<file path="config.mk">
export PLATFORM = sky130hd
export DESIGN_NAME = alu_decode_queue
export DESIGN_NICKNAME = d
export VERILOG_FILES = /design/src/rtl/alu_decode_queue.sv
export SDC_FILE = /design/constraint.sdc
export NUM_CORES = 1
export LEC_CHECK = 0
export CAP_MARGIN = 0
export CORE_UTILIZATION = 25
export CTS_CLUSTER_SIZE = 30
export DETAILED_ROUTE_END_ITERATION = 6
export SYNTH_ARGS = -nofsm -noshare
export SYNTH_HDL_FRONTEND = slang
export SYNTH_SLANG_ARGS = --single-unit
</file>
<file path="constraint.sdc">
create_clock -name clk -period 4.3 [get_ports clk]
set_clock_uncertainty 0.05 [all_clocks]
set_input_delay 0.86 -clock clk [delete_from_list [all_inputs] [get_ports clk]]
set_output_delay 0.86 -clock clk [all_outputs]
set_load 0.01 [all_outputs]
</file>
<file path="src/rtl/alu_decode_queue.sv">
// Decoding instruction queue between fetch and ID/EX. Each instruction is decoded once on enqueue
// (ALU op, branch class, reserved flag) and held in a DEPTH-entry FIFO with flush and backpressure.
module alu_decode_queue #(
  parameter int DEPTH   = 4,
  parameter int ALUOP_W = 8,
  parameter int PC_W    = 32
) (
  input  logic                     clk,
  input  logic                     resetn,
  input  logic                     in_valid,
  output logic                     in_ready,
  input  logic [31:0]              in_instr,
  input  logic [PC_W-1:0]          in_pc,
  input  logic                     flush,
  output logic                     out_valid,
  input  logic                     out_ready,
  output logic [31:0]              out_instr,
  output logic [PC_W-1:0]          out_pc,
  output logic [ALUOP_W-1:0]       out_alucontrol,
  output logic [4:0]               out_branch_judge,
  output logic                     out_ri,
  output logic [$clog2(DEPTH):0]   count
);

  localparam int AW = $clog2(DEPTH);
  localparam int CW = AW + 1;

  localparam logic [ALUOP_W-1:0] EXE_NOP_OP     = ALUOP_W'(8'b00000000);
  localparam logic [ALUOP_W-1:0] EXE_AND_OP     = ALUOP_W'(8'b00100100);
  localparam logic [ALUOP_W-1:0] EXE_OR_OP      = ALUOP_W'(8'b00100101);
  localparam logic [ALUOP_W-1:0] EXE_XOR_OP     = ALUOP_W'(8'b00100110);
  localparam logic [ALUOP_W-1:0] EXE_NOR_OP     = ALUOP_W'(8'b00100111);
  localparam logic [ALUOP_W-1:0] EXE_ANDI_OP    = ALUOP_W'(8'b01011001);
  localparam logic [ALUOP_W-1:0] EXE_ORI_OP     = ALUOP_W'(8'b01011010);
  localparam logic [ALUOP_W-1:0] EXE_XORI_OP    = ALUOP_W'(8'b01011011);
  localparam logic [ALUOP_W-1:0] EXE_LUI_OP     = ALUOP_W'(8'b01011100);
  localparam logic [ALUOP_W-1:0] EXE_SLL_OP     = ALUOP_W'(8'b01111100);
  localparam logic [ALUOP_W-1:0] EXE_SLLV_OP    = ALUOP_W'(8'b00000100);
  localparam logic [ALUOP_W-1:0] EXE_SRL_OP     = ALUOP_W'(8'b00000010);
  localparam logic [ALUOP_W-1:0] EXE_SRLV_OP    = ALUOP_W'(8'b00000110);
  localparam logic [ALUOP_W-1:0] EXE_SRA_OP     = ALUOP_W'(8'b00000011);
  localparam logic [ALUOP_W-1:0] EXE_SRAV_OP    = ALUOP_W'(8'b00000111);
  localparam logic [ALUOP_W-1:0] EXE_MFHI_OP    = ALUOP_W'(8'b00010000);
  localparam logic [ALUOP_W-1:0] EXE_MTHI_OP    = ALUOP_W'(8'b00010001);
  localparam logic [ALUOP_W-1:0] EXE_MFLO_OP    = ALUOP_W'(8'b00010010);
  localparam logic [ALUOP_W-1:0] EXE_MTLO_OP    = ALUOP_W'(8'b00010011);
  localparam logic [ALUOP_W-1:0] EXE_SLT_OP     = ALUOP_W'(8'b00101010);
  localparam logic [ALUOP_W-1:0] EXE_SLTU_OP    = ALUOP_W'(8'b00101011);
  localparam logic [ALUOP_W-1:0] EXE_SLTI_OP    = ALUOP_W'(8'b01010111);
  localparam logic [ALUOP_W-1:0] EXE_SLTIU_OP   = ALUOP_W'(8'b01011000);
  localparam logic [ALUOP_W-1:0] EXE_ADD_OP     = ALUOP_W'(8'b00100000);
  localparam logic [ALUOP_W-1:0] EXE_ADDU_OP    = ALUOP_W'(8'b00100001);
  localparam logic [ALUOP_W-1:0] EXE_SUB_OP     = ALUOP_W'(8'b00100010);
  localparam logic [ALUOP_W-1:0] EXE_SUBU_OP    = ALUOP_W'(8'b00100011);
  localparam logic [ALUOP_W-1:0] EXE_ADDI_OP    = ALUOP_W'(8'b01010101);
  localparam logic [ALUOP_W-1:0] EXE_ADDIU_OP   = ALUOP_W'(8'b01010110);
  localparam logic [ALUOP_W-1:0] EXE_MULT_OP    = ALUOP_W'(8'b00011000);
  localparam logic [ALUOP_W-1:0] EXE_MULTU_OP   = ALUOP_W'(8'b00011001);
  localparam logic [ALUOP_W-1:0] EXE_DIV_OP     = ALUOP_W'(8'b00011010);
  localparam logic [ALUOP_W-1:0] EXE_DIVU_OP    = ALUOP_W'(8'b00011011);
  localparam logic [ALUOP_W-1:0] EXE_J_OP       = ALUOP_W'(8'b01001111);
  localparam logic [ALUOP_W-1:0] EXE_JAL_OP     = ALUOP_W'(8'b01010000);
  localparam logic [ALUOP_W-1:0] EXE_JALR_OP    = ALUOP_W'(8'b00001001);
  localparam logic [ALUOP_W-1:0] EXE_BEQ_OP     = ALUOP_W'(8'b01010001);
  localparam logic [ALUOP_W-1:0] EXE_BNE_OP     = ALUOP_W'(8'b01010010);
  localparam logic [ALUOP_W-1:0] EXE_BLEZ_OP    = ALUOP_W'(8'b01010011);
  localparam logic [ALUOP_W-1:0] EXE_BGTZ_OP    = ALUOP_W'(8'b01010100);
  localparam logic [ALUOP_W-1:0] EXE_BLTZ_OP    = ALUOP_W'(8'b01000000);
  localparam logic [ALUOP_W-1:0] EXE_BGEZ_OP    = ALUOP_W'(8'b01000001);
  localparam logic [ALUOP_W-1:0] EXE_BLTZAL_OP  = ALUOP_W'(8'b01001010);
  localparam logic [ALUOP_W-1:0] EXE_BGEZAL_OP  = ALUOP_W'(8'b01001011);
  localparam logic [ALUOP_W-1:0] EXE_LB_OP      = ALUOP_W'(8'b11100000);
  localparam logic [ALUOP_W-1:0] EXE_LH_OP      = ALUOP_W'(8'b11100001);
  localparam logic [ALUOP_W-1:0] EXE_LW_OP      = ALUOP_W'(8'b11100011);
  localparam logic [ALUOP_W-1:0] EXE_LBU_OP     = ALUOP_W'(8'b11100100);
  localparam logic [ALUOP_W-1:0] EXE_LHU_OP     = ALUOP_W'(8'b11100101);
  localparam logic [ALUOP_W-1:0] EXE_SB_OP      = ALUOP_W'(8'b11101000);
  localparam logic [ALUOP_W-1:0] EXE_SH_OP      = ALUOP_W'(8'b11101001);
  localparam logic [ALUOP_W-1:0] EXE_SW_OP      = ALUOP_W'(8'b11101011);
  localparam logic [ALUOP_W-1:0] EXE_BREAK_OP   = ALUOP_W'(8'b00001011);
  localparam logic [ALUOP_W-1:0] EXE_SYSCALL_OP = ALUOP_W'(8'b00001100);
  localparam logic [ALUOP_W-1:0] EXE_MFC0_OP    = ALUOP_W'(8'b01011101);
  localparam logic [ALUOP_W-1:0] EXE_MTC0_OP    = ALUOP_W'(8'b01100000);
  localparam logic [ALUOP_W-1:0] EXE_ERET_OP    = ALUOP_W'(8'b01101011);

  localparam logic [4:0] BJ_NONE   = 5'd0;
  localparam logic [4:0] BJ_BEQ    = 5'd1;
  localparam logic [4:0] BJ_BNE    = 5'd2;
  localparam logic [4:0] BJ_BGTZ   = 5'd3;
  localparam logic [4:0] BJ_BLEZ   = 5'd4;
  localparam logic [4:0] BJ_BLTZ   = 5'd5;
  localparam logic [4:0] BJ_BGEZ   = 5'd6;
  localparam logic [4:0] BJ_BLTZAL = 5'd7;
  localparam logic [4:0] BJ_BGEZAL = 5'd8;
  localparam logic [4:0] BJ_J      = 5'd9;
  localparam logic [4:0] BJ_JR     = 5'd10;

  typedef struct packed {
    logic               ri;
    logic [4:0]         bj;
    logic [ALUOP_W-1:0] op;
  } dec_t;

  function automatic dec_t decode(input logic [31:0] ins);
    dec_t       d;
    logic [5:0] opc;
    logic [5:0] fn;
    logic [4:0] rs;
    logic [4:0] rt;
    opc  = ins[31:26];
    rs   = ins[25:21];
    rt   = ins[20:16];
    fn   = ins[5:0];
    d.op = EXE_NOP_OP;
    d.bj = BJ_NONE;
    d.ri = 1'b0;
    case (opc)
      6'b000000: begin
        case (fn)
          6'b000000: d.op = EXE_SLL_OP;
          6'b000010: d.op = EXE_SRL_OP;
          6'b000011: d.op = EXE_SRA_OP;
          6'b000100: d.op = EXE_SLLV_OP;
          6'b000110: d.op = EXE_SRLV_OP;
          6'b000111: d.op = EXE_SRAV_OP;
          6'b001000: begin d.op = EXE_J_OP;    d.bj = BJ_JR; end
          6'b001001: begin d.op = EXE_JALR_OP; d.bj = BJ_JR; end
          6'b001100: d.op = EXE_SYSCALL_OP;
          6'b001101: d.op = EXE_BREAK_OP;
          6'b010000: d.op = EXE_MFHI_OP;
          6'b010001: d.op = EXE_MTHI_OP;
          6'b010010: d.op = EXE_MFLO_OP;
          6'b010011: d.op = EXE_MTLO_OP;
          6'b011000: d.op = EXE_MULT_OP;
          6'b011001: d.op = EXE_MULTU_OP;
          6'b011010: d.op = EXE_DIV_OP;
          6'b011011: d.op = EXE_DIVU_OP;
          6'b100000: d.op = EXE_ADD_OP;
          6'b100001: d.op = EXE_ADDU_OP;
          6'b100010: d.op = EXE_SUB_OP;
          6'b100011: d.op = EXE_SUBU_OP;
          6'b100100: d.op = EXE_AND_OP;
          6'b100101: d.op = EXE_OR_OP;
          6'b100110: d.op = EXE_XOR_OP;
          6'b100111: d.op = EXE_NOR_OP;
          6'b101010: d.op = EXE_SLT_OP;
          6'b101011: d.op = EXE_SLTU_OP;
          default:   d.ri = 1'b1;
        endcase
      end
      6'b000001: begin
        case (rt)
          5'b00000: begin d.op = EXE_BLTZ_OP;   d.bj = BJ_BLTZ;   end
          5'b00001: begin d.op = EXE_BGEZ_OP;   d.bj = BJ_BGEZ;   end
          5'b10000: begin d.op = EXE_BLTZAL_OP; d.bj = BJ_BLTZAL; end
          5'b10001: begin d.op = EXE_BGEZAL_OP; d.bj = BJ_BGEZAL; end
          default:  d.ri = 1'b1;
        endcase
      end
      // ERET is matched on the whole word before the rs-based MTC0/MFC0 split
      6'b010000: begin
        if (ins == 32'h4200_0018)  d.op = EXE_ERET_OP;
        else if (rs == 5'b00100)   d.op = EXE_MTC0_OP;
        else if (rs == 5'b00000)   d.op = EXE_MFC0_OP;
        else                       d.ri = 1'b1;
      end
      6'b000010: begin d.op = EXE_J_OP;    d.bj = BJ_J;    end
      6'b000011: begin d.op = EXE_JAL_OP;  d.bj = BJ_J;    end
      6'b000100: begin d.op = EXE_BEQ_OP;  d.bj = BJ_BEQ;  end
      6'b000101: begin d.op = EXE_BNE_OP;  d.bj = BJ_BNE;  end
      6'b000110: begin d.op = EXE_BLEZ_OP; d.bj = BJ_BLEZ; end
      6'b000111: begin d.op = EXE_BGTZ_OP; d.bj = BJ_BGTZ; end
      6'b001000: d.op = EXE_ADDI_OP;
      6'b001001: d.op = EXE_ADDIU_OP;
      6'b001010: d.op = EXE_SLTI_OP;
      6'b001011: d.op = EXE_SLTIU_OP;
      6'b001100: d.op = EXE_ANDI_OP;
      6'b001101: d.op = EXE_ORI_OP;
      6'b001110: d.op = EXE_XORI_OP;
      6'b001111: d.op = EXE_LUI_OP;
      6'b100000: d.op = EXE_LB_OP;
      6'b100001: d.op = EXE_LH_OP;
      6'b100011: d.op = EXE_LW_OP;
      6'b100100: d.op = EXE_LBU_OP;
      6'b100101: d.op = EXE_LHU_OP;
      6'b101000: d.op = EXE_SB_OP;
      6'b101001: d.op = EXE_SH_OP;
      6'b101011: d.op = EXE_SW_OP;
      default:   d.ri = 1'b1;
    endcase
    return d;
  endfunction

  dec_t              in_dec;
  logic              wr_en;
  logic              rd_en;
  logic [AW-1:0]     wr_ptr_q, wr_ptr_d;
  logic [AW-1:0]     rd_ptr_q, rd_ptr_d;
  logic [CW-1:0]     count_q, count_d;

  logic [31:0]       instr_mem_q [DEPTH];
  logic [PC_W-1:0]   pc_mem_q    [DEPTH];
  dec_t              dec_mem_q   [DEPTH];

  assign in_dec    = decode(in_instr);
  assign in_ready  = (count_q != CW'(DEPTH));
  assign out_valid = (count_q != '0);

  always_comb begin
    wr_en    = in_valid & in_ready & ~flush;
    rd_en    = out_valid & out_ready & ~flush;
    wr_ptr_d = wr_ptr_q;
    rd_ptr_d = rd_ptr_q;
    count_d  = count_q;
    if (flush) begin
      wr_ptr_d = '0;
      rd_ptr_d = '0;
      count_d  = '0;
    end else begin
      if (wr_en) wr_ptr_d = wr_ptr_q + AW'(1);
      if (rd_en) rd_ptr_d = rd_ptr_q + AW'(1);
      case ({wr_en, rd_en})
        2'b10:   count_d = count_q + CW'(1);
        2'b01:   count_d = count_q - CW'(1);
        default: count_d = count_q;
      endcase
    end
  end

  always_ff @(posedge clk or negedge resetn) begin
    if (!resetn) begin
      wr_ptr_q <= '0;
      rd_ptr_q <= '0;
      count_q  <= '0;
    end else begin
      wr_ptr_q <= wr_ptr_d;
      rd_ptr_q <= rd_ptr_d;
      count_q  <= count_d;
    end
  end

  // Entry storage carries no reset; out_valid alone qualifies the head
  always_ff @(posedge clk) begin
    if (wr_en) begin
      instr_mem_q[wr_ptr_q] <= in_instr;
      pc_mem_q[wr_ptr_q]    <= in_pc;
      dec_mem_q[wr_ptr_q]   <= in_dec;
    end
  end

  assign out_instr        = instr_mem_q[rd_ptr_q];
  assign out_pc           = pc_mem_q[rd_ptr_q];
  assign out_alucontrol   = dec_mem_q[rd_ptr_q].op;
  assign out_branch_judge = dec_mem_q[rd_ptr_q].bj;
  assign out_ri           = dec_mem_q[rd_ptr_q].ri;
  assign count            = count_q;

endmodule

</file>
# --- Word-level counts from Yosys, hierarchy flattened ---
# Memory sizes are Yosys's and may differ from the RTL's.
# Index checks and enable logic that the tools add are counted.
op_classes:
  mux: 22
  bitwise: 5
  add_sub_neg: 4
  n_reduce_logical: 13
  eq_ne: 59
ops:
  columns: ["op", "count"]
  rows:
  - ["case mux 8 bit (25 select lines)", 1]
  - ["case mux 7 bit (28 select lines)", 1]
  - ["== test 6 bit, second input constant", 18]
  - ["== test 6 x 4 -> 1 bit, second input constant", 12]
  - ["== test 6 x 5 -> 1 bit, second input constant", 9]
  - ["case mux 12 bit (4 select lines)", 1]
  - ["== test 6 x 3 -> 1 bit, second input constant", 7]
  - ["case mux 5 bit (7 select lines)", 1]
  - ["== test 32 x 31 -> 1 bit, second input constant", 1]
  - ["OR reduction 28 bit", 1]
  - ["== test 6 x 2 -> 1 bit, second input constant", 4]
  - ["OR reduction 22 bit", 1]
  - ["2-to-1 mux 7 bit", 3]
  - ["logical NOT 6 bit", 2]
  - ["== test 5 bit, second input constant", 2]
  - ["logical NOT 5 bit", 2]
  - ["2-to-1 mux 2 bit", 4]
  - ["2-to-1 mux 1 bit", 7]
  - ["== test 6 x 1 -> 1 bit, second input constant", 1]
  - ["case mux 3 bit (2 select lines)", 1]
  - ["nonzero test 3 bit", 2]
  - ["== test 5 x 1 -> 1 bit, second input constant", 1]
  - ["== test 5 x 3 -> 1 bit, second input constant", 1]
  - ["adder 2 x 1 -> 2 bit, second input constant", 2]
  - ["other kinds (13)", 18]
totals:
  word_cells: 109
  ram_bits: 312
  n_memories: 3
  out_inout_bits: 83
  inputBits: 69
  ff_bits: 7
mem_list:
  columns: ["name", "depth", "width", "rd", "rd_ports_with_merged_regs", "write_ports", "line_no", "source"]
  rows:
  - ["instr_mem_q", 4, 32, 1, 0, 1, "201", "logic [31:0] instr_mem_q [DEPTH];"]
  - ["pc_mem_q", 4, 32, 1, 0, 1, "202", "logic [PC_W-1:0] pc_mem_q [DEPTH];"]
  - ["dec_mem_q", 4, 14, 1, 0, 1, "203", "dec_t dec_mem_q [DEPTH];"]

# --- Depth between registers and ports, before layout ---
logic_depth:
  word_depth: 6
  mapped_depth: 7
  ltp_nobuf: 6

# --- Worst setup path after synthesis ---
# OpenSTA, ideal clock, no wires.
synth_path:
  path_kind: "input -> register"
  from: "in flush"
  to: "mem dec_mem_q[0][0] (netlist name) (enable)"
  setup_slack_ns: 0.779
  arrival_ns: 3.027
  required_ns: 3.806
  n_path_buf: 1
  path_stages: 3
  path_cell_list: "clkbuf_1 > nor2_1 > and2_1"
synth_between:
  elab_chain_len: 4
synth_lines:
  columns: ["item", "line_no", "source"]
  rows:
  - ["start: declaration", "14", "input logic flush,"]
  - ["inverter 1 bit", "210", "wr_en = in_valid & in_ready & ~flush;"]
  - ["AND 1 bit", "210", null]
  - ["2-to-1 mux 1 bit", "244", "if (wr_en) begin"]
  - ["2-to-1 mux 1 bit (implied by the code)", "247", "dec_mem_q[wr_ptr_q] <= in_dec;"]
  - ["end: declaration", "203", null]
# No other way between the ends.

# --- Final worst setup path ---
layout_path:
  from: "reg rd_ptr_q[0]"
  to: "out out_instr[0]"
layout_between:
  elab_chain_len: 1
layout_lines:
  columns: ["item", "line_no", "source"]
  rows:
  - ["start: declaration", "198", "logic [AW-1:0] rd_ptr_q, rd_ptr_d;"]
  - ["start signal: assignment", "237", "rd_ptr_q <= rd_ptr_d;"]
  - ["memory (4 x 32 bit)", null, null]
  - ["end: declaration", "17", "output logic [31:0] out_instr,"]
# No other way between the ends.

==> impl_metrics.py <==
metrics = {
    "placed_design": {
        "gp_congestion": 0.807,
        "port_buffers": 150,
        "detailed_place_hpwl_um": 17900,
        "dp.cells": 1401,
    },
    "global_route": {
        "antenna_found_initial": 1,
        "grt_pass1_wl_um": 41400,
        "grt_max_degree": 49,
        "grt_usage_pct": 11.2,
        "grt_pass1_vias": 6621,
        "grt_overflow": 0,
    },
    "setup_path": {
        "endpoint_kind": "output port",
        "cp_max_fo": 15,
        "cp_data_arrival_time_ns": 2.68,
        "cp_data_required_time_ns": 3.39,
        "worstSetupPathType": "reg -> out",
        "crit_path_start": "rd_ptr_q[0]",
        "r2r-start": "count[0]",
        "cp-start-kind": "register",
    },
    "cts": {
        "cts_setup_buffers": 0,
        "htreeDepth": 2,
        "clk_pin_slew_ns": 0.05,
        "clockBufferDepth": 3,
        "cts_root_buf": "clkbuf_16",
        "cts_resized": 0,
        "numClockSinks": 315,
        "hold_buffers": 0,
        "cts_tree": "built",
        "clk_latency_ns": 0.53,
        "cts_made_buffers": 36,
    },
    "yosys": {
        "synth.top_cell.area_share_pct": 74.9,
        "yosysWarnings": 0,
        "ys_top_cells_by_area": "edfxtp_1 (75%), mux4_2 (14%), dfrtp_1 (1.4%)",
        "synth_mux_area_share_pct": 14.1,
        "synth_adder_area_share_pct": 0.567,
        "async_flop_share_pct": 2.22,
        "ys_types": 55,
        "synth_edf_count": 308,
        "synth_top_family_by_area": "multiplexers",
        "netlist_instances": 594,
        "synth_nets": 668,
        "synthSimpleGateAreaFrac_pct": 4.50,
        "ys_ff_latch": 315,
        "seq_area_frac_synth_pct": 76.3,
        "synth_compound_area_share_pct": 2.57,
        "synth.most_common_cell": "edfxtp_1",
        "synth_commonest_cells": "edfxtp_1 (308), mux4_2 (77), clkbuf_1 (19), nor2_1 (19), nand2_1 (16)",
        "synthXorXnorAreaFrac_pct": 0.497,
        "synth_area_um2": 12300,
        "synth-main-ff-cell": "edfxtp_1",
        "synth_top_area_cell": "edfxtp_1",
        "avgSynthCellArea_um2": 20.8,
    },
    "floorplanning": {
        "core_um2": 48800,
        "die_h_um": 224,
        "io_pins": 152,
        "rows": 81,
        "start_util_pct": 25.3,
        "dieArea_um2": 50300,
        "die_width_um": 224,
    },
    "routing": {
        "drt_iter0_drc": 355,
        "drt_wl_total_um": 27900,
        "vias": 6394,
        "first_pass_iters": 6,
        "route.detailed.drc": 0,
        "ant_nets": 0,
        "vias_per_cell": 4.36,
        "drt-wirelength-per-cell_um": 19.0,
    },
    "sta": {
        "finalMaxSlewViolations": 0,
        "setup_viol": 0,
        "rsz0062_at_grt": "false",
        "worst_pin_slew_ns": 0.595,
        "fin_crit_ns": 3.59,
        "setup_tns_ns": 0,
        "min_period_over_period_pct": 83.5,
        "max_freq_mhz": 279,
        "max_slew_margin_pct": 59.7,
        "hold_violations": 0,
        "fin_hold_ws_ns": 0.544,
    },
    "cells_and_area": {
        "drive_above_1_share_pct": 20.2,
        "nFillCells": 4721,
        "nets": 849,
        "fin_cells": 1465,
        "syn_to_final_growth_pct": 29.4,
        "diodes": 0,
    },
    "power_and_ir_drop": {
        "p_leak_nw": 4.97,
        "power.density_nw_per_um2": 546,
        "finalPower_mw": 8.73,
        "ir_worst_vdd_v": 0.000453,
    },
    "hold_path": {
        "hold_class": "in -> async",
    },
    "run": {
        "cap_viol_max_count": 0,
    },
    "outcome": {
        "status": "finished, final reports clean",
    },
}
[path summary, 6_finish.rpt]
path | to | slack [ns] | cells after the start
worst max-delay path | out_instr[0] | 0.71 | 3
worst min-delay path | wr_ptr_q[0] | 0.54 | 1
worst max register to register | pc_mem_q[3][31] | 1.90 | 5
worst min register to register | wr_ptr_q[1] | 0.55 | 2
max in group asynchronous | rd_ptr_q[1] | 3.37 | 1
min in group clk | wr_ptr_q[1] | 0.55 | 2
[critical path, cell delays in order, from the launching register on]
cell and delay [ns]:
dfrtp_4 0.63, buf_4 0.34, mux4_2 0.53, clkdlybuf4s50_1 0.62
[cells by family (layout without fill, tap and decap cells)]
kind of cell    count (synthesis)  count (layout)
flops                         315             315
simple gates                   97              97
mux                            78              78
compound gates                 51              51
buf+inv                        40             247
xor+xnor                        7               7
fa+ha+maj                       5               5
other cells                     1               1
[cell type report]
| cell class | instances | area (µm²) | area share (%) |
|---|---|---|---|
| tap | 664 | 831 | 5.20 |
| timing repair buffer | 174 | 1760 | 11.0 |
| multi-input combinational | 239 | 2760 | 17.3 |
| clock buffer | 46 | 960 | 6.01 |
| inverter | 9 | 33.8 | 0.211 |
| clock inverter | 18 | 201 | 1.26 |
| sequential | 315 | 9430 | 59.0 |
[metrics by stage]
step           setup WS (ns)  cell area (µm²)  utilization, %
6_report               0.711            16000            32.7
5_1_grt                0.567            16000            32.7
4_1_cts                0.616            16000            32.7
3_5_place_dp           0.739            14800            30.3
3_3_place_gp           0.869            14800            30.3
2_1_floorplan          0.779            12300               -
[where the power goes]
part | total, mW | internal (mW) | switching [mW]
clock | 3.00 | 1.82 | 1.18
sequential | 3.67 | 3.56 | 0.108
combinational | 2.05 | 1.14 | 0.911
total | 8.73 | 6.53 | 2.20
[flip-flops by register name, summed over array words and instances (netlist names)]
name and cells:
dec_mem_q 52, instr_mem_q 128, rd_ptr_q 2, pc_mem_q 128
count 3, wr_ptr_q 2
[cell usage in the layout, fill, tap and decap left out, types with 9 or more instances in the layout]
| cell | n |
|---|---|
| clkdlybuf4s50_1 | 150 |
| clkbuf_1 | 9 |
| mux4_2 | 77 |
| a21oi_1 | 15 |
| edfxtp_1 | 308 |
| clkbuf_16 | 37 |
| nor2_1 | 19 |
| buf_4 | 18 |
| inv_1 | 9 |
| o21ai_0 | 10 |
| nand2_1 | 16 |
| nand3_1 | 11 |
[per-layer routing]
metal	GRT usage (%)	vias to the layer above	wire, µm
li1	-	2847	-
met5	0	-	11
met4	4.48	2	754
met2	17.8	173	13200
met1	14.8	3327	12300
met3	2.64	45	1550
Note: power is estimated with default switching activity, not from simulation.
